--- src/rtl/pixel_sequencer_pkg.sv ---
// Shared definitions for the pixel sequencer front end.
//   PIXEL_SIZE / LOC_SIZE : widths of the pixel bus and of the x/y coordinates
//   *_DEF                 : default frame geometry used when the top is not overridden
//   seq_state_e           : sequencer state encoding (IDLE, STREAM, FLUSH)
package pixel_sequencer_pkg;

    localparam int PIXEL_SIZE       = 24;
    localparam int LOC_SIZE         = 10;
    localparam int FRAME_WIDTH_DEF  = 640;
    localparam int FRAME_HEIGHT_DEF = 480;
    localparam int FLUSH_CYCLES_DEF = 2 * FRAME_WIDTH_DEF + 16;
    localparam int CNT_WIDTH_DEF    = 16;

    typedef enum logic [1:0] {
        SEQ_IDLE   = 2'd0,
        SEQ_STREAM = 2'd1,
        SEQ_FLUSH  = 2'd2
    } seq_state_e;

endpackage

--- src/rtl/pixel_sequencer_xy_counter.sv ---
// Raster-order coordinate counter.
//   clk, reset_n : clock, asynchronous active-low reset
//   clr          : treat the current position as (0,0) this cycle
//   inc          : advance one pixel in raster order (applied after clr)
//   x, y         : registered current position
//   last         : the position being consumed this cycle (after clr) is the
//                  final pixel of the frame
module xy_counter
    import pixel_sequencer_pkg::*;
#(
    parameter int FRAME_WIDTH  = FRAME_WIDTH_DEF,
    parameter int FRAME_HEIGHT = FRAME_HEIGHT_DEF
) (
    input  logic                clk,
    input  logic                reset_n,
    input  logic                clr,
    input  logic                inc,
    output logic [LOC_SIZE-1:0] x,
    output logic [LOC_SIZE-1:0] y,
    output logic                last
);

    localparam logic [LOC_SIZE-1:0] X_MAX = LOC_SIZE'(FRAME_WIDTH - 1);
    localparam logic [LOC_SIZE-1:0] Y_MAX = LOC_SIZE'(FRAME_HEIGHT - 1);

    logic [LOC_SIZE-1:0] x_q, x_d;
    logic [LOC_SIZE-1:0] y_q, y_d;
    logic [LOC_SIZE-1:0] base_x, base_y;

    always_comb begin
        base_x = clr ? '0 : x_q;
        base_y = clr ? '0 : y_q;
        x_d    = base_x;
        y_d    = base_y;
        if (inc) begin
            if (base_x == X_MAX) begin
                x_d = '0;
                // Wrapping y after the final pixel leaves the counter at (0,0)
                // ready for the next frame without an explicit clear.
                y_d = (base_y == Y_MAX) ? '0 : base_y + 1'b1;
            end else begin
                x_d = base_x + 1'b1;
            end
        end
    end

    always_ff @(posedge clk or negedge reset_n) begin
        if (!reset_n) begin
            x_q <= '0;
            y_q <= '0;
        end else begin
            x_q <= x_d;
            y_q <= y_d;
        end
    end

    assign x    = x_q;
    assign y    = y_q;
    assign last = (base_x == X_MAX) && (base_y == Y_MAX);

endmodule

--- src/rtl/pixel_sequencer.sv ---
// Front end of the vision pipeline: turns a valid/ready RGB pixel stream with
// start-of-frame marking into registered en/x/y/data drive, then appends
// FLUSH_CYCLES zero pixels so line buffers drain before the next frame.
//   s_valid/s_sof/s_data/s_ready : upstream handshake (s_sof marks pixel (0,0))
//   en/x/y/data                  : pipeline drive, registered, one cycle after accept
//   frame_busy                   : sequencer is not idle
//   frame_done                   : pulse on the final flush beat
//   sync_err                     : pulse on a framing error (missing or early sof)
//   frame_count                  : completed frames, wrapping
module pixel_sequencer
    import pixel_sequencer_pkg::*;
#(
    parameter int FRAME_WIDTH  = FRAME_WIDTH_DEF,
    parameter int FRAME_HEIGHT = FRAME_HEIGHT_DEF,
    parameter int FLUSH_CYCLES = FLUSH_CYCLES_DEF,
    parameter int CNT_WIDTH    = CNT_WIDTH_DEF
) (
    input  logic                  clk,
    input  logic                  reset_n,
    input  logic                  s_valid,
    input  logic                  s_sof,
    input  logic [PIXEL_SIZE-1:0] s_data,
    output logic                  s_ready,
    output logic                  en,
    output logic [LOC_SIZE-1:0]   x,
    output logic [LOC_SIZE-1:0]   y,
    output logic [PIXEL_SIZE-1:0] data,
    output logic                  frame_busy,
    output logic                  frame_done,
    output logic                  sync_err,
    output logic [CNT_WIDTH-1:0]  frame_count
);

    localparam logic [LOC_SIZE-1:0]  X_MAX      = LOC_SIZE'(FRAME_WIDTH - 1);
    localparam logic [LOC_SIZE-1:0]  Y_MAX      = LOC_SIZE'(FRAME_HEIGHT - 1);
    localparam logic [CNT_WIDTH-1:0] FLUSH_LOAD = CNT_WIDTH'(FLUSH_CYCLES);
    localparam logic [CNT_WIDTH-1:0] FLUSH_ONE  = CNT_WIDTH'(1);

    seq_state_e              state_q, state_d;
    logic [CNT_WIDTH-1:0]    flush_cnt_q, flush_cnt_d;
    logic [CNT_WIDTH-1:0]    frame_count_q, frame_count_d;
    logic                    en_q, en_d;
    logic [LOC_SIZE-1:0]     x_q, x_d;
    logic [LOC_SIZE-1:0]     y_q, y_d;
    logic [PIXEL_SIZE-1:0]   data_q, data_d;
    logic                    frame_done_q, frame_done_d;
    logic                    sync_err_q, sync_err_d;

    logic                    accept;
    logic                    cnt_clr, cnt_inc, cnt_last;
    logic [LOC_SIZE-1:0]     cnt_x, cnt_y;

    xy_counter #(
        .FRAME_WIDTH  (FRAME_WIDTH),
        .FRAME_HEIGHT (FRAME_HEIGHT)
    ) u_xy_counter (
        .clk     (clk),
        .reset_n (reset_n),
        .clr     (cnt_clr),
        .inc     (cnt_inc),
        .x       (cnt_x),
        .y       (cnt_y),
        .last    (cnt_last)
    );

    assign s_ready = (state_q != SEQ_FLUSH);
    assign accept  = s_valid && s_ready;

    always_comb begin
        state_d       = state_q;
        flush_cnt_d   = flush_cnt_q;
        frame_count_d = frame_count_q;
        en_d          = 1'b0;
        x_d           = x_q;
        y_d           = y_q;
        data_d        = data_q;
        frame_done_d  = 1'b0;
        sync_err_d    = 1'b0;
        cnt_clr       = 1'b0;
        cnt_inc       = 1'b0;

        case (state_q)
            SEQ_IDLE: begin
                if (accept) begin
                    if (s_sof) begin
                        cnt_clr = 1'b1;
                        cnt_inc = 1'b1;
                        en_d    = 1'b1;
                        data_d  = s_data;
                        x_d     = '0;
                        y_d     = '0;
                        if (cnt_last) begin
                            state_d     = SEQ_FLUSH;
                            flush_cnt_d = FLUSH_LOAD;
                        end else begin
                            state_d = SEQ_STREAM;
                        end
                    end else begin
                        // Mid-frame pixel with no frame in progress: discard.
                        sync_err_d = 1'b1;
                    end
                end
            end
            SEQ_STREAM: begin
                if (accept) begin
                    // An early sof restarts the raster without flushing.
                    cnt_clr    = s_sof;
                    cnt_inc    = 1'b1;
                    sync_err_d = s_sof;
                    en_d       = 1'b1;
                    data_d     = s_data;
                    x_d        = s_sof ? '0 : cnt_x;
                    y_d        = s_sof ? '0 : cnt_y;
                    if (cnt_last) begin
                        state_d     = SEQ_FLUSH;
                        flush_cnt_d = FLUSH_LOAD;
                    end
                end
            end
            SEQ_FLUSH: begin
                en_d        = 1'b1;
                data_d      = '0;
                x_d         = X_MAX;
                y_d         = Y_MAX;
                flush_cnt_d = flush_cnt_q - 1'b1;
                if (flush_cnt_q == FLUSH_ONE) begin
                    frame_done_d  = 1'b1;
                    frame_count_d = frame_count_q + 1'b1;
                    state_d       = SEQ_IDLE;
                end
            end
            default: begin
                state_d = SEQ_IDLE;
            end
        endcase
    end

    always_ff @(posedge clk or negedge reset_n) begin
        if (!reset_n) begin
            state_q       <= SEQ_IDLE;
            flush_cnt_q   <= '0;
            frame_count_q <= '0;
            en_q          <= 1'b0;
            x_q           <= '0;
            y_q           <= '0;
            data_q        <= '0;
            frame_done_q  <= 1'b0;
            sync_err_q    <= 1'b0;
        end else begin
            state_q       <= state_d;
            flush_cnt_q   <= flush_cnt_d;
            frame_count_q <= frame_count_d;
            en_q          <= en_d;
            x_q           <= x_d;
            y_q           <= y_d;
            data_q        <= data_d;
            frame_done_q  <= frame_done_d;
            sync_err_q    <= sync_err_d;
        end
    end

    assign en          = en_q;
    assign x           = x_q;
    assign y           = y_q;
    assign data        = data_q;
    assign frame_busy  = (state_q != SEQ_IDLE);
    assign frame_done  = frame_done_q;
    assign sync_err    = sync_err_q;
    assign frame_count = frame_count_q;

endmodule

--- config.mk ---
export PLATFORM = sky130hd
export DESIGN_NAME = pixel_sequencer
export DESIGN_NICKNAME = d
export VERILOG_FILES = /design/src/rtl/pixel_sequencer_pkg.sv /design/src/rtl/pixel_sequencer_xy_counter.sv /design/src/rtl/pixel_sequencer.sv
export SDC_FILE = /design/constraint.sdc
export NUM_CORES = 1
export LEC_CHECK = 0
export BUFFER_PORTS_ARGS = -buffer_cell sky130_fd_sc_hd__buf_2
export CAP_MARGIN = 20
export CORE_MARGIN = 2
export CORE_UTILIZATION = 58
export CTS_BUF_LIST = sky130_fd_sc_hd__clkbuf_8
export DETAILED_ROUTE_END_ITERATION = 8
export HOLD_SLACK_MARGIN = 0.08
export PLACE_DENSITY = 0.79
export SKIP_LAST_GASP = 1
export SYNTH_ARGS = -nofsm -noshare
export SYNTH_HDL_FRONTEND = slang
export SYNTH_HIERARCHICAL = 1
export SYNTH_SLANG_ARGS = --single-unit
--- constraint.sdc ---
create_clock -name clk -period 4 [get_ports clk]
set_clock_uncertainty 0.1 [all_clocks]
set_input_delay 0.8 -clock clk [delete_from_list [all_inputs] [get_ports clk]]
set_output_delay 0.8 -clock clk [all_outputs]
set_load 0.01 [all_outputs]
After elaboration in Yosys (flattened, before gate mapping)
Index checks and enable logic that the tools add are counted.
{"block": "word_totals", "elab_cells": 77, "ff_bits": 101, "inputBits": 28, "output_inout_bits": 65}
{"block": "classes", "mux": 43, "n_reduce_logical": 8, "add_sub_neg": 4, "eq_ne": 11}
{"op": "$mux 10", "n": 13}
{"op": "$mux 24", "n": 3}
{"op": "$pmux 24 s3", "n": 1}
{"op": "$mux 16", "n": 4}
{"op": "$pmux 10 s3", "n": 2}
{"op": "$pmux 16 s3", "n": 1}
{"op": "$add 10x1->10 const B", "n": 2}
{"op": "$add 16x1->16 const B", "n": 1}
{"op": "$eq 16x1->1 const B", "n": 1}
{"op": "$sub 16x1->16 const B", "n": 1}
{"op": "$mux 2", "n": 6}
{"op": "$ne 2x2->1 const B", "n": 6}
{"op": "$eq 10x10->1 const B", "n": 1}
{"op": "$eq 10x9->1 const B", "n": 1}
{"op": "$mux 1", "n": 8}
{"op": "$pmux 1 s2", "n": 3}
{"op": "$pmux 2 s3", "n": 1}
{"op": "$reduce_and 5->1", "n": 1}
{"op": "$reduce_and 4->1", "n": 1}
{"op": "$pmux 1 s3", "n": 1}
{"op": "$reduce_bool 3->1", "n": 1}
{"op": "$eq 2x1->1 const B", "n": 1}
{"op": "$eq 2x2->1 const B", "n": 1}
{"op": "$logic_and 1x1->1", "n": 2}
{"op": "3 further kinds", "n": 3}

Longest topological paths before layout
{"block": "depth", "ltp_word": 11, "ltp_mapped": 18, "depth_no_buf": 14}

Cells and area by module
The synthesis kept the hierarchy.
{"mod": "pixel_sequencer", "n_inst": 1, "area_per_inst_um2": 4047.6, "cells_per_inst": 371, "seq_area_each_um2": 2026.9}
{"mod": "xy_counter", "n_inst": 1, "area_per_inst_um2": 1137.3, "cells_per_inst": 120, "seq_area_each_um2": 500.5}

Least setup slack after synthesis
Ideal clock, no wire load.
{"block": "synth_path", "path_kind": "reg-to-reg", "start": "register state_q[0]", "end": "register flush_cnt_q[2]", "path_slack_ns": 0.336, "synth_period_minus_slack_ns": 3.664, "t_arrival_ns": 3.426, "path_buffers": 5, "setup_ns": 0.138, "t_required_ns": 3.762, "path_stages_with_launch": 18, "path_cell_list": "dfrtp_1 -> inv_1 -> ha_1 -> buf_2 -> nand3b_1 -> nor2_1 -> clkbuf_1 -> clkbuf_1 -> nor2b_1 -> ha_1 -> and4_1 -> nand4_1 -> nor2_1 -> o21ai_1 -> or2_2 -> clkbuf_1 -> buf_2 -> o221ai_1"}
{"block": "synth_between", "elab_chain_len": 11, "elab_cells_between_ends": 23, "classes_between": "eq/ne: 8; mux: 10; reduce/logical: 5"}
{"element": "start: declaration", "line_no": "pixel_sequencer.sv:39", "rtl": "seq_state_e state_q, state_d;"}
{"element": "start signal: assignment", "line_no": "pixel_sequencer.sv:150", "rtl": "state_q <= state_d;"}
{"element": "$ne 2x2->1", "line_no": "pixel_sequencer.sv:66", "rtl": "assign s_ready = (state_q != SEQ_FLUSH);"}
{"element": "$logic_and 1x1->1", "line_no": "pixel_sequencer.sv:67", "rtl": "assign accept = s_valid && s_ready;"}
{"element": "$mux 1 (on tied branches)", "line_no": "pixel_sequencer.sv:105, pixel_sequencer.sv:84"}
{"element": "$pmux 1 s2 *", "line_no": "pixel_sequencer.sv:82", "rtl": "case (state_q)"}
{"element": "via cnt_clr", "line_no": "pixel_sequencer.sv:50", "rtl": "logic cnt_clr, cnt_inc, cnt_last;"}
{"element": "$mux 10 (on tied branches)", "line_no": "pixel_sequencer_xy_counter.sv:31, pixel_sequencer_xy_counter.sv:32"}
{"element": "$eq 10x10->1 or $eq 10x9->1 (tied branches)", "line_no": "pixel_sequencer_xy_counter.sv:59", "rtl": "assign last = (base_x == X_MAX) && (base_y == Y_MAX);"}
{"element": "$logic_and 1x1->1 *", "line_no": "pixel_sequencer_xy_counter.sv:59"}
{"element": "via cnt_last", "line_no": "pixel_sequencer.sv:50"}
{"element": "$mux 16 *"}
{"element": "$mux 16 (2 in a row)"}
{"element": "$pmux 16 s3 *", "line_no": "pixel_sequencer.sv:82"}
{"element": "end signal: assignment", "line_no": "pixel_sequencer.sv:151", "rtl": "flush_cnt_q <= flush_cnt_d;"}
{"element": "end: declaration", "line_no": "pixel_sequencer.sv:40", "rtl": "logic [CNT_WIDTH-1:0] flush_cnt_q, flush_cnt_d;"}
Mark *: on every way through the listed nets, which the timed path passes. The rest lies on a longest branch. The select of a mux whose other input is x is not followed.
A chain may end at the register's enable or synchronous reset.

Worst setup path after layout
{"block": "layout_path", "start": "register state_q[1]", "end": "register flush_cnt_q[9]"}
Same word-level chain as after synthesis.

==> results.json <==
{
  "grt_pass1_wl_um": 19500,
  "syn2layout_area_growth_pct": 15.2,
  "synthCells": 491,
  "synth_seq_cells": 101,
  "io_pins": 93,
  "post_cts_buffers": 0,
  "synth_cell_types": 60,
  "final_cell_mix": "dfrtp_1 (101), buf_2 (91), nand2_1 (35)",
  "max-slew-margin-rel_pct": 52.5,
  "layout-drive-gt1-share_pct": 28.4,
  "period_share_pct": 92.4,
  "drt_first_pass_iters": 6,
  "clkPwrFrac_pct": 24.1,
  "power_w": 0.00279,
  "critPathMaxFanout": 16,
  "grt_max_degree": 102,
  "intPower_w": 0.00186,
  "grt_pass1_vias": 4146,
  "async_reset_ff_share_pct": 100,
  "cts.sinks": 101,
  "rows": 34,
  "overflow": 0,
  "finalHoldViolations": 0,
  "post_drt_via_cell_ratio": 5.98,
  "final.setup.tns_ns": 0,
  "switching_share_pct": 33.3,
  "wire_per_inst_um": 16.3,
  "p_leak_nw": 2.71,
  "yosys_warnings": 6,
  "outcome": "completed",
  "slew_violations": 0,
  "cp-end-kind": "register",
  "die_x_um": 98.6,
  "worstPathRequired_ns": 4.15,
  "hold_path.class": "in2async",
  "mostFrequentLayoutCell": "dfrtp_1",
  "critPathLaunchType": "register",
  "numCtsBuffers": 9,
  "combPwrFrac_pct": 30.2,
  "worstSetupPathType": "reg2reg",
  "initial_core_util_pct": 59.7,
  "synth_ff_type": "dfrtp_1",
  "max_freq_mhz": 271,
  "ys_seq_area_share_pct": 48.7,
  "maxCapViolCount": 0,
  "p_per_area_mw_per_mm2": 467,
  "tightest_slew_ns": 0.713,
  "diodes": 0,
  "ir_worst_vdd_mv": 0.339,
  "fillCellCount": 670,
  "rsz0062_at_grt": "false",
  "clk_pin_slew_ns": 0.10,
  "root_buffer": "clkbuf_8",
  "finalNetCount": 617,
  "ctsLongestPathBuffers": 2,
  "wl_um": 11300,
  "ctsResizeCount": 0,
  "ant_nets": 0,
  "cts_tree": "yes",
  "die_area_mm2": 0.00971,
  "power_frac_seq_pct": 45.6,
  "syn_area_mm2": 0.00518,
  "vias": 4143,
  "power.switching_w": 0.000927,
  "gp_congestion": 0.860,
  "grt_usage_pct": 24.1,
  "synth-edff-count": 0,
  "hold_buffers": 0,
  "portBuffers": 92,
  "coreArea_mm2": 0.00868,
  "finalSetupViolCount": 0,
  "ctsHtreeMaxLevel": 3,
  "antenna_found_initial": 0,
  "die_h_um": 98.6,
  "place_hpwl_um": 7670,
  "arrival_ns": 3.84,
  "finalCriticalPeriod_ns": 3.70,
  "synth_area_per_cell_um2": 10.6,
  "synth.net_count": 528,
  "whs_ns": 0.376,
  "drt-initial-drc-count": 220,
  "remaining_drc_errors": 0,
  "clk_latency_ns": 0.36
}
==> sequential cells by signal (all words and copies together), names as in the netlist <==
| name | flops |
|---|---|
| u_xy_counter/y | 10 |
| y | 10 |
| state_q | 2 |
| frame_count | 16 |
| sync_err | 1 |
| data | 24 |
| flush_cnt_q | 16 |
| x | 10 |
| en | 1 |
| frame_done | 1 |
| u_xy_counter/x | 10 |
==> path summary, 6_finish.rpt <==
kind,startpoint,to,slack (ns),cells after the start
worst min-delay path,reset_n,flush_cnt_q[11]$_DFFE_PN0P_,0.38,2
max in group asynchronous,reset_n,u_xy_counter/x[9]$_DFF_PN0_,3.01,2
worst min register to register,frame_count[15]$_DFFE_PN0P_,frame_count[15]$_DFFE_PN0P_,0.38,1
min in group clk,frame_count[15]$_DFFE_PN0P_,frame_count[15]$_DFFE_PN0P_,0.38,1
worst max register to register,state_q[1]$_DFFE_PN0P_,flush_cnt_q[9]$_DFFE_PN0P_,0.30,13
worst max-delay path,state_q[1]$_DFFE_PN0P_,flush_cnt_q[9]$_DFFE_PN0P_,0.30,13
==> layout make-up <==
type | instances | area (um2) | share of cell area [%]
Tap cell | 108 | 135 | 2.26
Timing Repair Buffer | 104 | 566 | 9.47
Inverter | 17 | 63.8 | 1.07
Multi-Input combinational cell | 347 | 2480 | 41.5
Clock buffer | 9 | 124 | 2.07
Clock inverter | 7 | 81.3 | 1.36
Sequential cell | 101 | 2530 | 42.3
==> power by group through the flow <==
stage                     clock, W  sequential [W]  combinational, W
after floorplan                  0         0.00135          0.000498
after global placement           0         0.00128          0.000822
after detailed placement         0         0.00129          0.000849
after CTS                 0.000691         0.00127          0.000850
after global routing      0.000720         0.00129          0.000915
final                     0.000673         0.00127          0.000843
==> cells in the mapped netlist (11+ instances only) <==
library cell	n	area, um2
clkbuf_1	15	56.3
o2bb2ai_1	17	149
nand2_1	35	131
inv_1	16	60.1
mux2_2	29	327
nand3_1	20	100
xnor2_1	11	96.3
nor3_1	11	55.1
a21oi_1	23	115
xor2_1	11	96.3
nand4_1	11	68.8
nor2_1	16	60.1
dfrtp_1	101	2530
nor2b_1	34	213
o21ai_0	16	80.1
==> cell families (layout without fill, tap and decap cells) <==
group	count (synthesis)	after routing	share of synthesized area [%]
AO/OA/AOI/OAI	92	92	12.5
XOR/XNOR	22	22	3.72
adder cells (fa/ha/maj)	9	9	2.17
buffers and inverters	43	137	3.57
flip-flops	101	101	48.7
multiplexers	33	33	7.07
AND/OR/NAND/NOR	191	191	22.2
==> metal layers <==
metal / global-route usage [%] / vias to the layer above / wire length, um
met3: 4.61 / 11 / 623
met5: 0 / - / 0
met1: 32.0 / 2048 / 4830
met2: 40.0 / 127 / 5740
li1: - / 1957 / -
met4: 7.80 / 0 / 136
==> worst max-delay path, stage by stage (launching register included) <==
cell	delay, ns
dfrtp_1	0.43
inv_1	0.10
ha_1	0.27
nor2_1	0.23
nor2_1	0.18
nor2b_1	0.26
ha_1	0.26
inv_1	0.05
nor4_1	0.47
inv_1	0.08
nor2_1	0.24
o21ai_1	0.11
or2_2	0.42
o311ai_0	0.39
==> per-stage QoR <==
step / worst slack (ns) / instances / utilization [%] / area [um2]
floorplan: 0.336 / 491 / - / 5180
global placement: 0.516 / 677 / 66.5 / 5770
detailed placement: 0.307 / 677 / 66.5 / 5770
CTS: 0.327 / 693 / 68.8 / 5970
global route: 0.0236 / 693 / 68.8 / 5970
finish: 0.305 / 693 / 68.8 / 5970
Note: power is estimated with default switching activity, not from simulation.
